[src/rtl/l1c_cbus_mst.sv]
// Cache-bus initiator: issues L1 read/write requests with unique UIDs and routes read returns back by tag.
// Optional ack-wait watchdog enabled by defining CBUS_MST_TIMEOUT_EN.
module l1c_cbus_mst #(
    parameter int ADDR_W  = 32,
    parameter int DATA_W  = 32,
    parameter int UID_W   = 3,
    parameter int TAG_W   = 4,
    parameter int TIMEOUT = 255
) (
    input  logic                  clk,
    input  logic                  rst_,
    input  logic                  req_valid,
    input  logic                  req_we,
    input  logic [ADDR_W-1:0]     req_addr,
    input  logic [TAG_W-1:0]      req_tag,
    input  logic [DATA_W/8-1:0]   req_be,
    input  logic [DATA_W-1:0]     req_data,
    output logic                  req_ready,
    output logic                  cbus_m_req,
    output logic [1:0]            cbus_m_cmd,
    output logic [ADDR_W-1:0]     cbus_m_addr,
    output logic [UID_W-1:0]      cbus_m_uid,
    output logic [DATA_W/8-1:0]   cbus_m_data_be,
    output logic [DATA_W-1:0]     cbus_m_data,
    input  logic                  cbus_m_ack,
    input  logic                  cbus_s_rdy,
    input  logic [UID_W-1:0]      cbus_s_uid,
    input  logic [DATA_W-1:0]     cbus_s_data,
    output logic                  rsp_valid,
    output logic [TAG_W-1:0]      rsp_tag,
    output logic [DATA_W-1:0]     rsp_data,
    output logic                  err
);
    localparam int NUID = 1 << UID_W;
    localparam int BE_W = DATA_W / 8;
    localparam logic [1:0] CMD_RD = 2'b00;
    localparam logic [1:0] CMD_WR = 2'b01;

    typedef enum logic {S_IDLE, S_ISSUE} state_t;

    state_t                r_state, w_state_nxt;
    logic [NUID-1:0]       r_busy, w_busy_nxt;
    logic [TAG_W-1:0]      r_tag [NUID];
    logic [1:0]            r_cmd;
    logic [ADDR_W-1:0]     r_addr;
    logic [UID_W-1:0]      r_uid;
    logic [BE_W-1:0]       r_be;
    logic [DATA_W-1:0]     r_data;
    logic                  r_rsp_valid;
    logic [TAG_W-1:0]      r_rsp_tag;
    logic [DATA_W-1:0]     r_rsp_data;
    logic                  r_err;

    logic                  w_have_free;
    logic [UID_W-1:0]      w_alloc_uid;
    logic                  w_accept, w_ack, w_ret_ok, w_ret_bad, w_to_hit;

    // Lowest clear bit of the pre-free bitmap, so frees this cycle never collide with the allocation.
    always_comb begin
        w_have_free = 1'b0;
        w_alloc_uid = '0;
        for (int i = NUID - 1; i >= 0; i--) begin
            if (!r_busy[i]) begin
                w_have_free = 1'b1;
                w_alloc_uid = UID_W'(i);
            end
        end
    end

    always_comb begin
        w_state_nxt = r_state;
        cbus_m_req  = 1'b0;
        req_ready   = 1'b0;
        w_accept    = 1'b0;
        w_ack       = 1'b0;
        case (r_state)
            S_IDLE: begin
                req_ready = w_have_free;
                w_accept  = req_valid && w_have_free;
                if (w_accept) w_state_nxt = S_ISSUE;
            end
            S_ISSUE: begin
                cbus_m_req = 1'b1;
                w_ack      = cbus_m_ack;
                req_ready  = cbus_m_ack && w_have_free;
                w_accept   = req_valid && req_ready;
                if (w_ack && !w_accept) w_state_nxt = S_IDLE;
            end
            default: w_state_nxt = S_IDLE;
        endcase
    end

    // A return is only legal for a busy UID that has already left the issue register.
    assign w_ret_ok  = cbus_s_rdy && r_busy[cbus_s_uid]
                       && !((r_state == S_ISSUE) && (r_uid == cbus_s_uid));
    assign w_ret_bad = cbus_s_rdy && !w_ret_ok;

    always_comb begin
        w_busy_nxt = r_busy;
        if (w_ack && (r_cmd == CMD_WR)) w_busy_nxt[r_uid] = 1'b0;
        if (w_ret_ok) w_busy_nxt[cbus_s_uid] = 1'b0;
        if (w_accept) w_busy_nxt[w_alloc_uid] = 1'b1;
    end

`ifdef CBUS_MST_TIMEOUT_EN
    localparam int TO_W = $clog2(TIMEOUT + 1);
    logic [TO_W-1:0] r_to_cnt;

    always_ff @(posedge clk or negedge rst_) begin
        if (!rst_) begin
            r_to_cnt <= '0;
        end else if ((r_state != S_ISSUE) || cbus_m_ack) begin
            r_to_cnt <= '0;
        end else if (r_to_cnt != TO_W'(TIMEOUT)) begin
            r_to_cnt <= r_to_cnt + TO_W'(1);
        end
    end

    assign w_to_hit = (r_state == S_ISSUE) && !cbus_m_ack && (r_to_cnt == TO_W'(TIMEOUT - 1));
`else
    // No watchdog; the comparison is constant false and only keeps TIMEOUT referenced.
    assign w_to_hit = (TIMEOUT < 0);
`endif

    always_ff @(posedge clk or negedge rst_) begin
        if (!rst_) begin
            r_state <= S_IDLE;
            r_busy  <= '0;
        end else begin
            r_state <= w_state_nxt;
            r_busy  <= w_busy_nxt;
        end
    end

    always_ff @(posedge clk) begin
        if (w_accept) r_tag[w_alloc_uid] <= req_tag;
    end

    always_ff @(posedge clk or negedge rst_) begin
        if (!rst_) begin
            r_cmd  <= '0;
            r_addr <= '0;
            r_uid  <= '0;
            r_be   <= '0;
            r_data <= '0;
        end else if (w_accept) begin
            r_cmd  <= req_we ? CMD_WR : CMD_RD;
            r_addr <= req_addr;
            r_uid  <= w_alloc_uid;
            r_be   <= req_we ? req_be : {BE_W{1'b1}};
            r_data <= req_we ? req_data : '0;
        end
    end

    always_ff @(posedge clk or negedge rst_) begin
        if (!rst_) begin
            r_rsp_valid <= 1'b0;
            r_rsp_tag   <= '0;
            r_rsp_data  <= '0;
            r_err       <= 1'b0;
        end else begin
            r_rsp_valid <= w_ret_ok;
            if (w_ret_ok) begin
                r_rsp_tag  <= r_tag[cbus_s_uid];
                r_rsp_data <= cbus_s_data;
            end
            if (w_ret_bad || w_to_hit) r_err <= 1'b1;
        end
    end

    assign cbus_m_cmd     = r_cmd;
    assign cbus_m_addr    = r_addr;
    assign cbus_m_uid     = r_uid;
    assign cbus_m_data_be = r_be;
    assign cbus_m_data    = r_data;
    assign rsp_valid      = r_rsp_valid;
    assign rsp_tag        = r_rsp_tag;
    assign rsp_data       = r_rsp_data;
    assign err            = r_err;

endmodule
[config.mk]
export PLATFORM = sky130hd
export DESIGN_NAME = l1c_cbus_mst
export DESIGN_NICKNAME = d
export VERILOG_FILES = /design/src/rtl/l1c_cbus_mst.sv
export SDC_FILE = /design/constraint.sdc
export NUM_CORES = 1
export LEC_CHECK = 0
export CAP_MARGIN = 15
export CORE_MARGIN = 10
export CORE_UTILIZATION = 23
export CTS_CLUSTER_SIZE = 12
export DETAILED_ROUTE_END_ITERATION = 7
export PLACE_DENSITY_LB_ADDON = 0.2
export REMOVE_ABC_BUFFERS = 1
export SYNTH_ARGS = -nofsm -noshare
export SYNTH_HDL_FRONTEND = slang
export SYNTH_SLANG_ARGS = --single-unit
[constraint.sdc]
create_clock -name clk -period 2.15 [get_ports clk]
set_input_delay 0.215 -clock clk [delete_from_list [all_inputs] [get_ports clk]]
set_output_delay 0.215 -clock clk [all_outputs]
set_load 0.02 [all_outputs]
==> impl_metrics.ini, run 1 <==
[place]
place.gp.congestion = 0.8800
port_buffers = 224
place_inst = 1093
dp_hpwl_um = 15880

[clocking]
cts_buffers = 17
insertion_delay_ns = 0.42
cts_root_buf = clkbuf_16
htreeDepth = 4
cts_tree = done
cts.sinks = 151
clockBufferDepth = 2
clk_pin_slew_ns = 0.07

[route]
ant_nets = 0
dr.pass1.iters = 5
drc = 0
drt_wl_total_um = 20760
via_per_inst = 4.287
wl_per_cell_um = 18.42
vias = 4832
drt-initial-drc-count = 310

[global_routing]
overflow = 0
grt_pass1_wl_um = 32390
grt_pass1_vias = 5302
grtUsageTotal_pct = 11.87
grt_antenna_before_repair = 0
grt_max_degree = 66

[layout]
fin_util_pct = 36.37
drive_gt1_share_pct = 20.26
syn2layout_area_growth_pct = 54.72
diodes = 0
final_cells = 1127
fillerInstances = 2639
final_net_count = 855

[status]
status = finished clean

[synthesis]
synth_enable_flop_cells = 32
ys.warnings.count = 0
synth.yosys.seq_area_share_pct = 61.83
synthArstFlopShare_pct = 78.81
yosysUniqueCellTypes = 55
synthCells = 488
synth_area_um2 = 6370
synth-seq-cells = 151
synthFlopType = dfrtp_1
avgSynthCellArea_um2 = 13.05

[sta]
finalSetupViolCount = 0
finClkSkew_ns = 0.01242
final_hold_viol_count = 0
finalSetupTns_ns = 0
post-route-min-period_ns = 2.064
fmax_ghz = 0.4845
rsz0062_at_grt = no
slew_viol_final = 0
finalCritPeriodShare_pct = 96.00

[floorplanning]
die_x_um = 186.4
start_util_pct = 23.50
core_area_um2 = 27100
io_pins = 226
std_cell_rows = 60
fp.dieH_um = 186.4
die-area_um2 = 34750

[hold_path]
min_path_type = in -> async

[worst_setup_path]
crit_required_ns = 1.93
critPathLaunch = r_busy[7]
rrSetupSlack_ns = 0.35
end_kind = primary output
arrival_ns = 1.85
start_kind = flop
r2r-start = cbus_m_uid[2]
cp_max_fo = 5
critical_path_class = reg -> out

[pwr]
leakage_uw = 0.004058
vdd_ir_drop_max_uv = 417.1
power_density_nw_per_um2 = 1105

[run]
drv_cap = 0
[cells in the mapped netlist (3+ instances only)]
cell | n | area share, %
nor3_1 | 3 | 0.24
nor2b_1 | 12 | 1.2
inv_1 | 8 | 0.47
o22ai_1 | 6 | 0.59
mux2_4 | 31 | 7.3
o21ai_0 | 44 | 3.5
nand2b_1 | 4 | 0.39
clkbuf_1 | 10 | 0.59
dfrtp_1 | 119 | 47
buf_6 | 4 | 0.71
and3_1 | 6 | 0.59
mux2_2 | 39 | 6.9
a31oi_1 | 5 | 0.49
xnor2_1 | 3 | 0.41
nor2_1 | 9 | 0.53
nand2_1 | 76 | 4.5
buf_4 | 6 | 0.71
a32oi_1 | 3 | 0.41
and4_1 | 4 | 0.55
mux2i_1 | 4 | 0.63
buf_2 | 8 | 0.63
nand3b_1 | 4 | 0.47
edfxtp_1 | 32 | 15
nand4_1 | 3 | 0.29
a221oi_1 | 9 | 1.2
[repair_timing]
item / 4_1_cts / 5_1_grt
pin swaps: 1 / 0
hold buffers: 1 / 0
endpoints found under the hold margin: 119 / 0
resized for setup: 2 / 1
buffers inserted: 1 / 0
endpoints found under the setup margin: 1 / 1
[kinds of logic (layout without fill, tap and decap cells)]
kind of cell / after synthesis / after routing / synth area share, %
other: 1 / 1 / 0.05887
XOR/XNOR: 3 / 3 / 0.4126
AO/OA/AOI/OAI: 89 / 89 / 9.448
multiplexers: 74 / 74 / 14.83
buffers and inverters: 39 / 306 / 3.320
flip-flops: 151 / 151 / 61.83
AND/OR/NAND/NOR: 131 / 131 / 10.10
[flip-flops by register name, indices dropped and copies added, names as in the netlist, 3 cells and up]
register,flops
cbus_m_data,32
r_busy,8
rsp_data,32
rsp_tag,4
cbus_m_addr,32
r_tag,32
cbus_m_uid,3
cbus_m_data_be,4
[metrics by stage]
step	hold WS, ns	worst slack, ns	total power [µW]	area (µm²)
after floorplan	-0.08059	-1.281	5948	6192
after global placement	0.02912	-0.002389	7977	9261
after detailed placement	0.03144	-0.06173	8039	9261
after CTS	0.1116	0.02444	11060	9854
after global routing	0.1222	0.01484	11470	9856
final	0.1362	0.08595	10890	9856
[report_power, final]
group          total, µW  internal [µW]  switching [µW]
clock network       2930           1640            1290
registers           4070           3590             472
logic               3890           2050            1850
[layout by cell type, fill, tap and decap left out, types with 2 or more instances in the layout]
master	n
a21oi_1	2
nor3_1	3
o31a_1	2
inv_1	8
clkinv_2	2
buf_4	36
nor2_1	9
and4_1	4
o21a_1	2
clkdlybuf4s50_1	223
dfrtp_2	2
a31oi_1	5
or4_1	2
nand2b_1	4
mux2_2	39
clkinv_4	2
edfxtp_1	32
buf_12	5
a221oi_1	9
o31ai_1	2
and3_1	6
clkbuf_16	17
nor2b_1	12
xnor2_1	3
o21ai_0	44
nand4_1	3
inv_6	4
mux2i_1	4
a32oi_1	3
dfrtp_1	117
nand2_1	76
mux2_4	31
nand3b_1	4
o22ai_1	6
clkinvlp_4	4
[critical path, cell delays in order, from the launching register on]
cell	delay (ns)
dfrtp_1	0.44
nand4_1	0.11
buf_4	0.17
o21a_1	0.16
clkdlybuf4s50_1	0.54
[layout make-up]
class / instances / area, µm² / area share (%)
inverters: 9 / 33.78 / 0.3428
repair buffers: 265 / 2613 / 26.51
multi-input cells: 298 / 2237 / 22.70
clock buffers: 19 / 442.9 / 4.494
well taps: 372 / 465.4 / 4.723
clock inverters: 13 / 122.6 / 1.244
flip-flops and latches: 151 / 3941 / 39.99
[per-layer routing]
layer / vias up / wire length (µm) / track usage (%)
li1: 2251 / - / -
met1: 2358 / 8373 / 13.21
met2: 213 / 9784 / 19.08
met3: 10 / 2474 / 6.909
met4: 0 / 128 / 2.814
met5: - / 0 / 0
[final timing paths]
path / end / cells past startpoint
worst min-delay path: cbus_m_addr[2] / 2
min in group clk: cbus_m_data[5] / 3
worst max register to register: rsp_data[24] / 5
worst min register to register: cbus_m_data[30] / 2
worst max-delay path: req_ready / 4
max in group asynchronous: rsp_tag[2] / 3
Power figures use the tool's default switching activity.
==> run 2, diff against run 1 <==
- CORE_UTILIZATION: 23 -> 45
==> impl_metrics.ini, run 2 (same netlist as run 1, synthesis figures left out) <==
[route]
ant_nets = 0
vias = 4839
drt_wl_total_um = 19690
drc = 0
via_per_inst = 5.164
dr.pass1.iters = 5
wl_per_cell_um = 21.02
drt-initial-drc-count = 386

[sta]
slew_viol_final = 0
timing.final.ws_setup_ns = 0.1954
hold_ws_ns = 0.2433
max_slew.worst_pin.slew_ns = 0.5082
finClkSkew_ns = 0.02212
slew_headroom_pct = 65.96
finalSetupViolCount = 0
finalSetupTns_ns = 0
rsz0062_at_grt = no
post-route-min-period_ns = 1.955
final_hold_viol_count = 0
finalCritPeriodShare_pct = 90.91
fmax_ghz = 0.5116

[global_routing]
grt_pass1_vias = 5285
grt_pass1_wl_um = 30730
grt_antenna_before_repair = 0
overflow = 0
grtUsageTotal_pct = 20.28
grt_max_degree = 68

[clocking]
cts_tree = done
htreeDepth = 4
clockBufferDepth = 2
cts.sinks = 151
cts_root_buf = clkbuf_16
insertion_delay_ns = 0.43
cts_buffers = 17
clk_pin_slew_ns = 0.06
cts_setup_buffers = 0

[layout]
diodes = 0
mostFrequentLayoutCells = clkdlybuf4s50_1 (222), dfrtp_1 (119), nand2_1 (76)
final_common_cell = clkdlybuf4s50_1
fillerInstances = 989
syn2layout_area_growth_pct = 52.80
register_area_um2 = 3939
final_net_count = 858
drive_gt1_share_pct = 20.21
final_area_um2 = 9733
multiInputGateArea_um2 = 2228

[worst_setup_path]
critPathSlowestCell = o211ai_4
cp_max_fo = 13
timing.critical_path.slowest_cell_delay_ns = 0.53
rr_endpoint = cbus_m_addr[25]
crit_required_ns = 2.46
rr_worst_depth = 4
path_cells = nand4_1 -> o211ai_4 -> buf_4 -> mux2_2
rrSetupSlack_ns = 0.20
start_kind = flop
r2r-start = r_busy[5]
arrival_ns = 2.27
critPathLaunch = r_busy[5]
end_kind = flop
critical_path_class = reg -> reg
endpoint = cbus_m_addr[25]

[floorplanning]
core_area_um2 = 13880
die_x_um = 139.0
std_cell_rows = 43
fp.dieH_um = 139.0
start_util_pct = 45.89
io_pins = 226
die-area_um2 = 19310

[place]
dp_hpwl_um = 15050
placed_cell_area_um2 = 9076
pre_cts_ws_ns = -0.05710
port_buffers = 224
place.gp.congestion = 0.8892

[pwr]
leakage_uw = 0.004134
power.total_uw = 11280
vdd_ir_drop_max_uv = 751.9
power_density_nw_per_um2 = 1159

[status]
status = finished clean

[hold_path]
min_path_type = in -> async

[run]
drv_cap = 0
==> run 2: cell count changes in the layout (fill, tap and decap cells not counted), moves of 2 or more <==
cell,change
buf_12,+2
bufinv_16,+3
clkinvlp_4,-3
dfrtp_2,-2
inv_6,-3
clkbuf_16,+2
dfrtp_1,+2
==> run 2: power breakdown <==
part / switching, µW / internal, µW / leakage, µW
sequential: 431 / 3590 / 0.00173
clock: 1170 / 2070 / 0.000316
combinational: 1910 / 2100 / 0.00209
==> run 2: cell type report <==
cell class	count	area share, %
flip-flops and latches	151	40.47
well taps	180	2.314
clock inverters	11	1.735
inverters	9	0.3471
multi-input cells	298	22.90
repair buffers	268	27.32
clock buffers	20	4.924
==> run 2: worst min path at each step <==
stage | from | end
6_report | rst_ | cbus_m_addr[11]
5_1_grt | rst_ | cbus_m_addr[11]
4_1_cts | rst_ | cbus_m_addr[11]
3_5_place_dp | rst_ | cbus_m_addr[11]
3_3_place_gp | rst_ | cbus_m_addr[11]
2_1_floorplan | rst_ | cbus_m_addr[0]
==> run 2: critical path: cells and delay by family (launching register included) <==
| family | cells | cell delay [ns] |
|---|---|---|
| multiplexers | 1 | 0.35 |
| buffers and inverters | 1 | 0.26 |
| flip-flops | 1 | 0.42 |
| AO/OA/AOI/OAI | 1 | 0.53 |
| AND/OR/NAND/NOR | 1 | 0.28 |
==> run 2: routing by layer <==
metal	part of all wire [%]	track usage, %
met5	0	0
met4	1.4	5.107
met2	51	33.90
met3	11	11.23
met1	37	21.84
==> run 2: through the flow <==
stage               utilization [%]  std cells
floorplan                         -        458
global placement              65.39        905
detailed placement            65.39        905
CTS                           70.12        937
global route                  70.12        937
finish                        70.12        937
==> run 2: timing repair <==
item                       in CTS  in global routing
hold endpoints to repair       27                  0
gates resized for setup         1                  0
hold buffers                    1                  0
setup endpoints to repair       1                  0
